==> src/rtl/psum_feeder_pkg.sv <==
// Shared sizing and state encoding for the partial-sum feeder.
// No logic; constants only.
// Not applicable.
package psum_feeder_pkg;

    localparam int DWd    = 16;
    localparam int NPix   = 16;
    localparam int PassWd = 8;

    typedef enum logic [1:0] {
        IDLE = 2'd0,
        RUN  = 2'd1,
        DONE = 2'd2
    } psum_feed_state_e;

endpackage

==> src/rtl/psum_feeder_rf.sv <==
// Per-pixel partial-sum storage: combinational read, registered write.
// Read 0 cycles, write visible the cycle after wr_vld.
// None; always accepts writes.
module psum_feeder_rf #(
    parameter  int DWd   = 16,
    parameter  int NPix  = 16,
    localparam int IdxWd = $clog2(NPix)
) (
    input  logic                  core_clk,
    input  logic                  wr_vld,
    input  logic [IdxWd-1:0]      wr_idx,
    input  logic signed [DWd-1:0] wr_dat,
    input  logic [IdxWd-1:0]      rd_idx,
    output logic signed [DWd-1:0] rd_dat
);

    logic signed [DWd-1:0] mem [NPix];

    always_ff @(posedge core_clk) begin
        if (wr_vld) begin
            mem[wr_idx] <= wr_dat;
        end
    end

    assign rd_dat = mem[rd_idx];

endmodule

==> src/rtl/psum_feeder.sv <==
// Feeds stored partial sums to the sum stage and banks/forwards its returns.
// Feed and result paths are combinational off registered state; done one cycle after last return.
// Feed valid ignores ready; return ready follows result ready on the final pass.
module psum_feeder
    import psum_feeder_pkg::*;
#(
    parameter  int DWd    = psum_feeder_pkg::DWd,
    parameter  int NPix   = psum_feeder_pkg::NPix,
    parameter  int PassWd = psum_feeder_pkg::PassWd,
    localparam int IdxWd  = $clog2(NPix),
    localparam int OutWd  = IdxWd + 1
) (
    input  logic                  i_clk,
    input  logic                  i_rstn,
    input  logic                  i_start,
    input  logic [PassWd-1:0]     i_npass,
    output logic                  o_busy,
    output logic                  o_done,
    output logic signed [DWd-1:0] o_psum,
    output logic                  o_psum_valid,
    input  logic                  i_psum_ready,
    output logic                  o_first_pix,
    input  logic signed [DWd-1:0] i_ret,
    input  logic                  i_ret_valid,
    output logic                  o_ret_ready,
    output logic signed [DWd-1:0] o_res,
    output logic                  o_res_valid,
    input  logic                  i_res_ready
);

    psum_feed_state_e      state;
    logic [PassWd-1:0]     npass_q;
    logic [IdxWd-1:0]      feed_idx;
    logic [PassWd-1:0]     feed_pass;
    logic [IdxWd-1:0]      ret_idx;
    logic [PassWd-1:0]     ret_pass;
    logic [OutWd-1:0]      outstanding;

    logic                  run;
    logic                  final_pass;
    logic                  feed_fire;
    logic                  ret_fire;
    logic signed [DWd-1:0] rf_rd_dat;

    assign run        = (state == RUN);
    assign final_pass = (ret_pass == npass_q - PassWd'(1));

    // Capping outstanding at NPix keeps every pass-(p+1) read behind its pass-p write.
    assign o_psum_valid = run && (feed_pass < npass_q) && (outstanding < OutWd'(NPix));
    assign feed_fire    = o_psum_valid && i_psum_ready;
    assign o_first_pix  = o_psum_valid && (feed_idx == '0);
    assign o_psum       = (run && feed_pass != '0) ? rf_rd_dat : '0;

    assign o_ret_ready  = run && (!final_pass || i_res_ready);
    assign ret_fire     = i_ret_valid && o_ret_ready;
    assign o_res_valid  = run && final_pass && i_ret_valid;
    assign o_res        = (run && final_pass) ? i_ret : '0;

    assign o_busy = (state != IDLE);
    assign o_done = (state == DONE);

    psum_feeder_rf #(
        .DWd  (DWd),
        .NPix (NPix)
    ) u_rf (
        .core_clk (i_clk),
        .wr_vld   (ret_fire && !final_pass),
        .wr_idx   (ret_idx),
        .wr_dat   (i_ret),
        .rd_idx   (feed_idx),
        .rd_dat   (rf_rd_dat)
    );

    always_ff @(posedge i_clk) begin
        if (!i_rstn) begin
            state       <= IDLE;
            npass_q     <= '0;
            feed_idx    <= '0;
            feed_pass   <= '0;
            ret_idx     <= '0;
            ret_pass    <= '0;
            outstanding <= '0;
        end else begin
            case (state)
                IDLE: begin
                    if (i_start) begin
                        npass_q     <= i_npass;
                        feed_idx    <= '0;
                        feed_pass   <= '0;
                        ret_idx     <= '0;
                        ret_pass    <= '0;
                        outstanding <= '0;
                        state       <= (i_npass == '0) ? DONE : RUN;
                    end
                end
                RUN: begin
                    if (feed_fire) begin
                        if (feed_idx == IdxWd'(NPix - 1)) begin
                            feed_idx  <= '0;
                            feed_pass <= feed_pass + PassWd'(1);
                        end else begin
                            feed_idx  <= feed_idx + IdxWd'(1);
                        end
                    end
                    if (ret_fire) begin
                        if (ret_idx == IdxWd'(NPix - 1)) begin
                            ret_idx  <= '0;
                            ret_pass <= ret_pass + PassWd'(1);
                            if (final_pass) begin
                                state <= DONE;
                            end
                        end else begin
                            ret_idx  <= ret_idx + IdxWd'(1);
                        end
                    end
                    case ({feed_fire, ret_fire})
                        2'b10:   outstanding <= outstanding + OutWd'(1);
                        2'b01:   outstanding <= outstanding - OutWd'(1);
                        default: outstanding <= outstanding;
                    endcase
                end
                DONE: begin
                    state <= IDLE;
                end
                default: begin
                    state <= IDLE;
                end
            endcase
        end
    end

endmodule
==> config.mk <==
export PLATFORM = sky130hd
export DESIGN_NAME = psum_feeder
export DESIGN_NICKNAME = d
export VERILOG_FILES = /design/src/rtl/psum_feeder_pkg.sv /design/src/rtl/psum_feeder_rf.sv /design/src/rtl/psum_feeder.sv
export SDC_FILE = /design/constraint.sdc
export NUM_CORES = 1
export LEC_CHECK = 0
export ABC_CLOCK_PERIOD_IN_PS = 4800
export CORE_ASPECT_RATIO = 1.75
export CORE_MARGIN = 2
export CORE_UTILIZATION = 45
export CTS_CLUSTER_DIAMETER = 40
export DETAILED_ROUTE_END_ITERATION = 7
export SYNTH_ARGS = -nofsm -noshare
export SYNTH_HDL_FRONTEND = slang
export SYNTH_SLANG_ARGS = --single-unit
==> constraint.sdc <==
create_clock -name i_clk -period 4.8 [get_ports i_clk]
set_clock_uncertainty 0.1 [all_clocks]
set_input_delay 0.96 -clock i_clk [delete_from_list [all_inputs] [get_ports i_clk]]
set_output_delay 0.96 -clock i_clk [all_outputs]
set_load 0.005 [all_outputs]
==> Yosys cells after proc, flatten, opt, wreduce, memory -nomap -nowiden <==
Memories as Yosys holds them, arrays and structs flattened. A register that Yosys moved wholly into a read port is not among the register bits.
Index checks and enable logic that the tools add are counted.
{ "totals": {"ff_bits": 39, "latch_bits": 0, "ramBits": 256, "romBits": 0, "input_bits": 30, "out_inout_bits": 38, "wordCells": 85, "memories": 1} }
{ "memory_table": {"columns": ["memory", "words", "width", "rd", "rd_clocked_by_memory_dff", "write_ports", "line", "source"], "rows": [
  ["u_rf.mem", 16, 16, 1, 1, 1, "psum_feeder_rf.sv:17", "logic signed [DWd-1:0] mem [NPix];"]
]} }
{ "op_classes": {"addsub": 7, "n_mul": 0, "n_div": 0, "order_cmp": 2, "eq_ne": 14, "n_shift": 0, "n_mux": 29, "bitwise_logic": 0, "n_reduce_logical": 25} }
{ "op_table": {"columns": ["cell", "n"], "rows": [
  ["$mux 8", 5],
  ["$mux 16", 2],
  ["$pmux 8 s2", 2],
  ["$mux 4", 7],
  ["$pmux 5 s2", 2],
  ["$add 8x1->8 const B", 2],
  ["$pmux 4 s2", 2],
  ["$reduce_and 4->1", 3],
  ["$logic_and 1x1->1", 10],
  ["$mux 2", 5],
  ["$ne 2x1->1 const B", 5],
  ["$reduce_and 3->1", 3],
  ["$add 4x1->4 const B", 2],
  ["$eq 4x4->1 const B", 2],
  ["$eq 8x8->1", 1],
  ["$logic_not 8->1", 1],
  ["$lt 8x8->1", 1],
  ["$reduce_bool 8->1", 1],
  ["$sub 8x1->8 const B", 1],
  ["$add 5x1->5 const B", 1],
  ["$lt 5x5->1 const B", 1],
  ["$mux 5", 1],
  ["$sub 5x1->5 const B", 1],
  ["$eq 2x1->1 const B", 2],
  ["other kinds (11)", 14]
]} }

==> Logic depth before layout (Yosys ltp) <==
Gate-level depths: netlist of the first run.
{ "logic_depth": {"depth_word": 9, "depth_mapped": 18, "depth_no_buf": 16} }

==> Cells and area by module <==
From an unflattened synthesis of the first run, not the netlist that was laid out.
{ "unflattened": {"cells_unflattened": 755, "area_unflattened_um2": 12366.9} }
{ "by_module_without_submodules": {"columns": ["mod", "n_inst", "cells_per_inst", "area_per_inst_um2", "seq_area_each_um2"], "rows": [
  ["psum_feeder_rf", 1, 416, 9721.8, 7687.4],
  ["psum_feeder", 1, 339, 2645.0, 780.7]
]} }

==> Least setup slack after synthesis of the first run <==
No wires, ideal clock.
{ "synth_timing": {"path_kind": "register -> register", "start": "reg npass_q[0]", "end": "mem u_rf.mem[12][0] (enable)", "setup_ns": 0.430, "arrival_ns": 3.308, "required_time_ns": 4.270, "path_slack_ns": 0.961, "stages_incl_launch_ff": 10, "n_path_buf": 3, "period_less_slack_ns": 3.839, "cell_sequence": "dfxtp_1 > buf_6 > inv_1 > ha_1 > clkbuf_1 > nor4b_2 > o32ai_2 > nor4b_2 > buf_4 > nor4_1"} }
{ "synth_between": {"elab_chain_cells": 9} }
{ "synth_rtl": {"columns": ["item", "line", "source"], "rows": [
  ["start: declaration", "psum_feeder.sv:32", "logic [PassWd-1:0] npass_q;"],
  ["start signal: assignment", "psum_feeder.sv:87", "npass_q <= i_npass;"],
  ["$sub 8x1->8 (*)", "psum_feeder.sv:46", "assign final_pass = (ret_pass == npass_q - PassWd'(1));"],
  ["$eq 8x8->1 (*)", "psum_feeder.sv:46", null],
  ["$logic_not 1->1 (*)", "psum_feeder.sv:54, psum_feeder.sv:67", null],
  ["$logic_or 1x1->1", "psum_feeder.sv:54", "assign o_ret_ready = run && (!final_pass || i_res_ready);"],
  ["$logic_and 1x1->1", "psum_feeder.sv:54", null],
  ["$logic_and 1x1->1", "psum_feeder.sv:55", "assign ret_fire = i_ret_valid && o_ret_ready;"],
  ["$logic_and 1x1->1 (*)", "psum_feeder.sv:67", ".wr_vld (ret_fire && !final_pass),"],
  ["$mux 1 (*)", "psum_feeder_rf.sv:20", "if (wr_vld) begin"],
  ["$mux 1 (not written as such) (*)", "psum_feeder_rf.sv:21", "mem[wr_idx] <= wr_dat;"],
  ["end: declaration", "psum_feeder_rf.sv:17", null]
]} }
Mark *: on every way between the ends. The rest lies on a longest branch, timed or not.

==> Worst setup path after layout of the first run <==
{ "layout_timing": {"start": "reg npass_q[0]", "end": "out o_res[15]"} }
{ "layout_between": {"elab_chain_cells": 4} }
{ "layout_rtl": {"columns": ["item", "line", "source"], "rows": [
  ["$sub 8x1->8", "psum_feeder.sv:46", null],
  ["$eq 8x8->1", "psum_feeder.sv:46", null],
  ["$logic_and 1x1->1", "psum_feeder.sv:57", "assign o_res = (run && final_pass) ? i_ret : '0;"],
  ["$mux 16", "psum_feeder.sv:57", null],
  ["end: declaration", "psum_feeder.sv:26", "output logic signed [DWd-1:0] o_res,"]
]} }
Every way passes these cells.

==> reports/metrics.cfg, run 1 <==
[yosys]
synth-main-ff-cell = edfxtp_1
synth_nets = 820
yosys.area.top_type_share_pct = 60.1
ys_types = 67
synth_top_area_cell = edfxtp_1
netlist_instances = 769
ys_top_cells_by_area = edfxtp_1, mux4_2, dfxtp_1
async_reset_ff_share_pct = 0
synth_edf_count = 256
synth.most_common_cell = edfxtp_1
synth_area_sq_mm = 0.0128
synth_commonest_cells = edfxtp_1, mux4_2, nand2_1
ys_ff_latch = 299
seq_area_frac_synth_pct = 66.8
avgSynthCellArea_sq_um = 16.6
synth_warnings = 0

[sta]
rsz0062_at_grt = no
relSlewSlack_pct = 23.7
max_freq_mhz = 219
period_needed_ns = 4.57
min_period_over_period_pct = 95.2
setup_tns_ns = 0
drv_slew = 0
worst_slew_pin_slew_ns = 1.14
setup_viol = 0
fin_hold_ws_ns = 0.395
hold_viol_final = 0

[floorplanning]
die_area_sq_mm = 0.0298
num_rows = 81
core_area_sq_mm = 0.0280
start_util_pct = 45.7
fp.dieW_um = 131
die_y_um = 227
ios = 68

[placement]
place_hpwl_um = 19500
place_inst = 1204
gp_congestion = 0.875
portBuffers = 67

[clocking]
numClockSinks = 299
htreeDepth = 2
clock_path_buffers = 3
clk_pin_slew_ns = 0.06
worstSkewPairLatency_ns = 0.51
cts-root-buf = clkbuf_16
cts_buffers = 34
cts_tree = done
post_cts_buffers = 0

[worst_setup_path]
crit_top_cell = o21bai_1
max_stage_delay_ns = 0.51
cp.required_ns = 3.74
worst_path_max_delay_cell = clkdlybuf4s50_1
path_class = flop to output pin
cp_max_fo = 25
cpLargestDelayFamily = buffers and inverters
endpoint_kind = output pin
crit_buf_inv = 3
crit_path_start_kind = flop
crit_arrival_ns = 3.51
path_cells = inv_1 -> ha_1 -> o21bai_1 -> a211oi_1 -> o21bai_1 -> and2_4 -> nor4b_4 -> buf_8 -> and3_1 -> clkdlybuf4s50_1

[worst_hold_path]
holdCritPathClass = flop to flop

[pwr]
ir_worst_vdd_mv = 0.288
power.density_mw_per_mm2 = 392
leakagePower_nw = 4.94

[layout]
multi_input_area_sq_mm = 0.00404
drive_above_1_share_pct = 22.8
fillers = 2251
num-nets-final = 918
diodes = 0
final_cells = 1265
seqCellArea_sq_mm = 0.00855
area_growth_pct = 19.7

[flow_run]
cap_violations = 0

[routing]
drt-total-wl_um = 30300
drtPass1Iterations = 7
drc = 0
via_per_inst = 5.78
drt_iter0_drc = 588
routedWlPerCell_um = 23.9
ant_nets = 0
vias = 7310

[global_route]
grt_max_degree = 45
grt_use_total_pct = 20.9
grt-ovfl-total = 0
grt_pass1_wl_um = 46400
grt_pass1_vias = 7798
antenna_found_initial = 0

[status]
outcome = completed

-- sequential cells by signal (all words and copies together), names as in the netlist, named ones only --
name,count
npass_q,8
ret_idx,4
ret_pass,8
outstanding,5
feed_pass,8
state,2
u_rf.mem,256
feed_idx,4
-- cell usage in the layout, fill, tap and decap left out, drive strengths merged, types with 8 or more instances in the layout --
cell type | Yosys | final
edfxtp | 256 | 256
nand2 | 47 | 47
clkinv | 0 | 9
or3 | 8 | 8
clkbuf | 31 | 40
clkdlybuf4s50 | 0 | 67
ha | 20 | 20
dfxtp | 43 | 43
and3 | 23 | 23
nand2b | 8 | 8
nor4 | 14 | 14
a21oi | 24 | 24
inv | 27 | 33
buf | 13 | 39
xnor2 | 12 | 12
nand3 | 13 | 13
nor3 | 13 | 13
o21ai | 10 | 10
mux4 | 80 | 80
nor2 | 21 | 21
nor2b | 22 | 22
-- kinds of logic (layout without fill, tap and decap cells) --
logic type | Yosys count | count (layout) | synth area share [%]
flops | 299 | 299 | 66.8
simple gates | 195 | 195 | 8.66
compound gates | 83 | 83 | 4.69
mux | 83 | 83 | 14.3
buf+inv | 71 | 194 | 2.20
fa+ha+maj | 21 | 21 | 2.11
xor+xnor | 17 | 17 | 1.16
-- worst reg2reg max path: stages, from the launching register on --
cell      delay, ns
dfxtp_1        0.38
inv_1          0.09
ha_1           0.31
nor2_1         0.06
o21ai_0        0.15
nand4_1        0.30
nor4b_4        0.59
a21boi_1       0.24
nand3_1        0.16
inv_1          0.10
ha_1           0.32
nor2b_1        0.14
o21ai_0        0.16
nand2b_1       0.12
o2111a_1       0.24
a21oi_1        0.12
nand2_1        0.06
-- routing by layer --
| layer | track usage [%] | up-vias | part of all wire (%) |
|---|---|---|---|
| li1 | - | 3271 | - |
| met1 | 22.9 | 3765 | 36 |
| met3 | 3.10 | 68 | 3.7 |
| met2 | 40.3 | 206 | 57 |
| met5 | 0 | - | 0 |
| met4 | 8.49 | 0 | 3.4 |
-- timing repair --
action	4_1_cts	5_1_grt
gates resized for setup	0	2
endpoints found under the setup margin	0	14
hold buffers	0	0
-- where the power goes --
group | leakage (nW) | internal (mW) | switching, mW
sequential | 2.65 | 2.84 | 0.0409
combinational | 1.73 | 0.218 | 0.243
clock | 0.561 | 1.59 | 1.07
total | 4.94 | 4.64 | 1.35
-- worst paths after layout --
check / startpoint / endpoint / slack, ns / cells after the start
max reg2reg: npass_q[0] / outstanding[4] / 1.04 / 16
min: npass_q[7] / npass_q[7] / 0.40 / 2
min reg2reg: npass_q[7] / npass_q[7] / 0.40 / 2
max: npass_q[0] / o_res[15] / 0.23 / 10
-- through the flow --
stage / setup WS, ns / power (mW) / utilization, % / instance area [sq um]
final: 0.231 / 6.00 / 54.7 / 15300
after global placement: 0.702 / 3.39 / 50.6 / 14100
after global routing: 0.0100 / 6.19 / 54.7 / 15300
after CTS: 0.0814 / 6.06 / 54.7 / 15300
after detailed placement: 0.671 / 3.40 / 50.6 / 14100
after floorplan: 0.961 / 3.22 / - / 12800
-- cell type report --
type,instances,share of cell area [%]
inverters,27,0.662
repair buffers,106,6.50
flip-flops and latches,299,55.9
clock buffers,40,5.84
clock inverters,21,1.73
multi-input cells,399,26.4
well taps,373,3.05
No activity file was read; power rests on OpenSTA's default activity.
==> run 2, diff against run 1 <==
--- a/config.mk
+++ b/config.mk
@@ -6,7 +6,7 @@
 export NUM_CORES = 1
 export LEC_CHECK = 0
 export ABC_CLOCK_PERIOD_IN_PS = 4800
-export CORE_ASPECT_RATIO = 1.75
+export CORE_ASPECT_RATIO = 0.5
 export CORE_MARGIN = 2
 export CORE_UTILIZATION = 45
 export CTS_CLUSTER_DIAMETER = 40
==> constraint.sdc (replaced) <==
create_clock -name i_clk -period 4.8 [get_ports i_clk]
set_clock_uncertainty 0.1 [all_clocks]
set_input_delay 0.48 -clock i_clk [delete_from_list [all_inputs] [get_ports i_clk]]
set_output_delay 0.48 -clock i_clk [all_outputs]
set_load 0.005 [all_outputs]
==> reports/metrics.cfg, run 2 (synthesis results as in run 1) <==
[placement]
gp_congestion = 0.820
place_hpwl_um = 17200
place_ws_ns = 1.10
portBuffers = 67
place_area_sq_mm = 0.0140
place_inst = 1199

[sta]
fin_hold_ws_ns = 0.387
drv_slew = 0
hold_viol_final = 0
setup_viol = 0
worst_slew_pin_slew_ns = 1.19
relSlewSlack_pct = 20.5
min_period_over_period_pct = 85.8
max_freq_mhz = 243
rsz0062_at_grt = no
setup_tns_ns = 0
layout_setup_ws_ns = 0.681
period_needed_ns = 4.12

[worst_setup_path]
crit_buf_inv = 3
reg2regPathDepth = 8
endpoint_kind = output pin
crit_arrival_ns = 3.54
worst_path_max_delay_cell = clkdlybuf4s50_1
crit_path_start_kind = flop
crit_top_cell = o21bai_1
max_stage_delay_ns = 0.51
cp.required_ns = 4.22
cpLargestDelayFamily = buffers and inverters
cp_max_fo = 29
path_cells = inv_1 -> ha_1 -> o21bai_1 -> a211oi_1 -> o21bai_1 -> and2_4 -> nor4b_4 -> buf_4 -> and3_1 -> clkdlybuf4s50_1
path_class = flop to output pin
cp.depth = 10

[layout]
fillers = 2210
multi_input_area_sq_mm = 0.00404
fin_util_pct = 54.1
final_cell_mix = edfxtp_1, mux4_2, clkdlybuf4s50_1, nand2_1, dfxtp_1
largest_reg_flops = 256
seqCellArea_sq_mm = 0.00855
final_common_cell = edfxtp_1
drive_above_1_share_pct = 21.3
design_area_sq_mm = 0.0150
area_growth_pct = 17.6
diodes = 0
largest_register = u_rf.mem
num-nets-final = 900
final_cells = 1255

[routing]
drc = 0
drt_iter0_drc = 683
routedWlPerCell_um = 23.1
drt-total-wl_um = 28900
ant_nets = 0
via_per_inst = 5.76
drtPass1Iterations = 5
vias = 7229

[global_route]
grt_pass1_vias = 7283
grt_use_total_pct = 19.7
grt_max_degree = 65
grt_pass1_wl_um = 43700
antenna_found_initial = 0
grt-ovfl-total = 0

[pwr]
p_int_mw = 4.33
leakagePower_nw = 4.78
switching_power_mw = 1.33
p_sw_share_pct = 23.5
power_mw = 5.66
seq_power_share_pct = 50.6
power.density_mw_per_mm2 = 377
clkPwrFrac_pct = 41.3
ir_worst_vdd_mv = 0.226
power_frac_comb_pct = 8.1

[clocking]
cts_resized = 0
clk_pin_slew_ns = 0.06
ctsHoldBuffers = 0
post_cts_buffers = 0
cts_tree = done
clock_path_buffers = 3
worstSkewPairLatency_ns = 0.57
htreeDepth = 1
cts-root-buf = clkbuf_16
numClockSinks = 299
cts_buffers = 30

[floorplanning]
start_util_pct = 46.0
num_rows = 43
ios = 68
fp.dieW_um = 242
die_y_um = 123
core_area_sq_mm = 0.0278
die_area_sq_mm = 0.0299

[flow_run]
cap_violations = 0

[status]
outcome = completed

[worst_hold_path]
hold_depth = 3
holdCritPathClass = input pin to flop

-- run 2: cell count changes in the layout (fill, tap and decap cells not counted), sizes merged --
cell / delta
buf: -14
clkbuf: -9
clkinv: +3
clkinvlp: +3
bufinv: -2
-- run 2: per-layer routing --
metal | wire (um) | global-route usage [%] | vias to the layer above
met5 | 0 | 0 | -
met4 | 493 | 4.17 | 0
met3 | 1450 | 3.47 | 34
met2 | 13600 | 32.3 | 194
met1 | 13400 | 28.1 | 3760
li1 | - | - | 3241
-- run 2: final cells by class --
type / instances / area share (%)
Sequential cell: 299 / 56.9
Clock inverter: 25 / 1.65
Tap cell: 382 / 3.18
Timing Repair Buffer: 92 / 5.79
Inverter: 27 / 0.674
Clock buffer: 31 / 5.02
Multi-Input combinational cell: 399 / 26.8
-- run 2: path summary, 6_finish.rpt --
kind              slack, ns       start         endpoint
setup / recovery       0.68  npass_q[0]         o_res[6]
hold / removal         0.39  i_npass[7]       npass_q[7]
setup reg to reg       1.09  npass_q[0]  u_rf.mem[10][4]
hold reg to reg        0.39  npass_q[7]       npass_q[7]
-- run 2: power by group through the flow --
stage          Sequential, mW  Clock, mW  Combinational (mW)
3_3_place_gp             2.92          0               0.457
4_1_cts                  2.86       2.38               0.465
6_report                 2.86       2.34               0.458
3_5_place_dp             2.92          0               0.463
5_1_grt                  2.87       2.49               0.498
2_1_floorplan            2.91          0               0.311
-- run 2: worst min-delay path, cell delays in order --
cell             delay (ns)
clkdlybuf4s50_1        0.42
nand2_1                0.06
a21oi_1                0.05
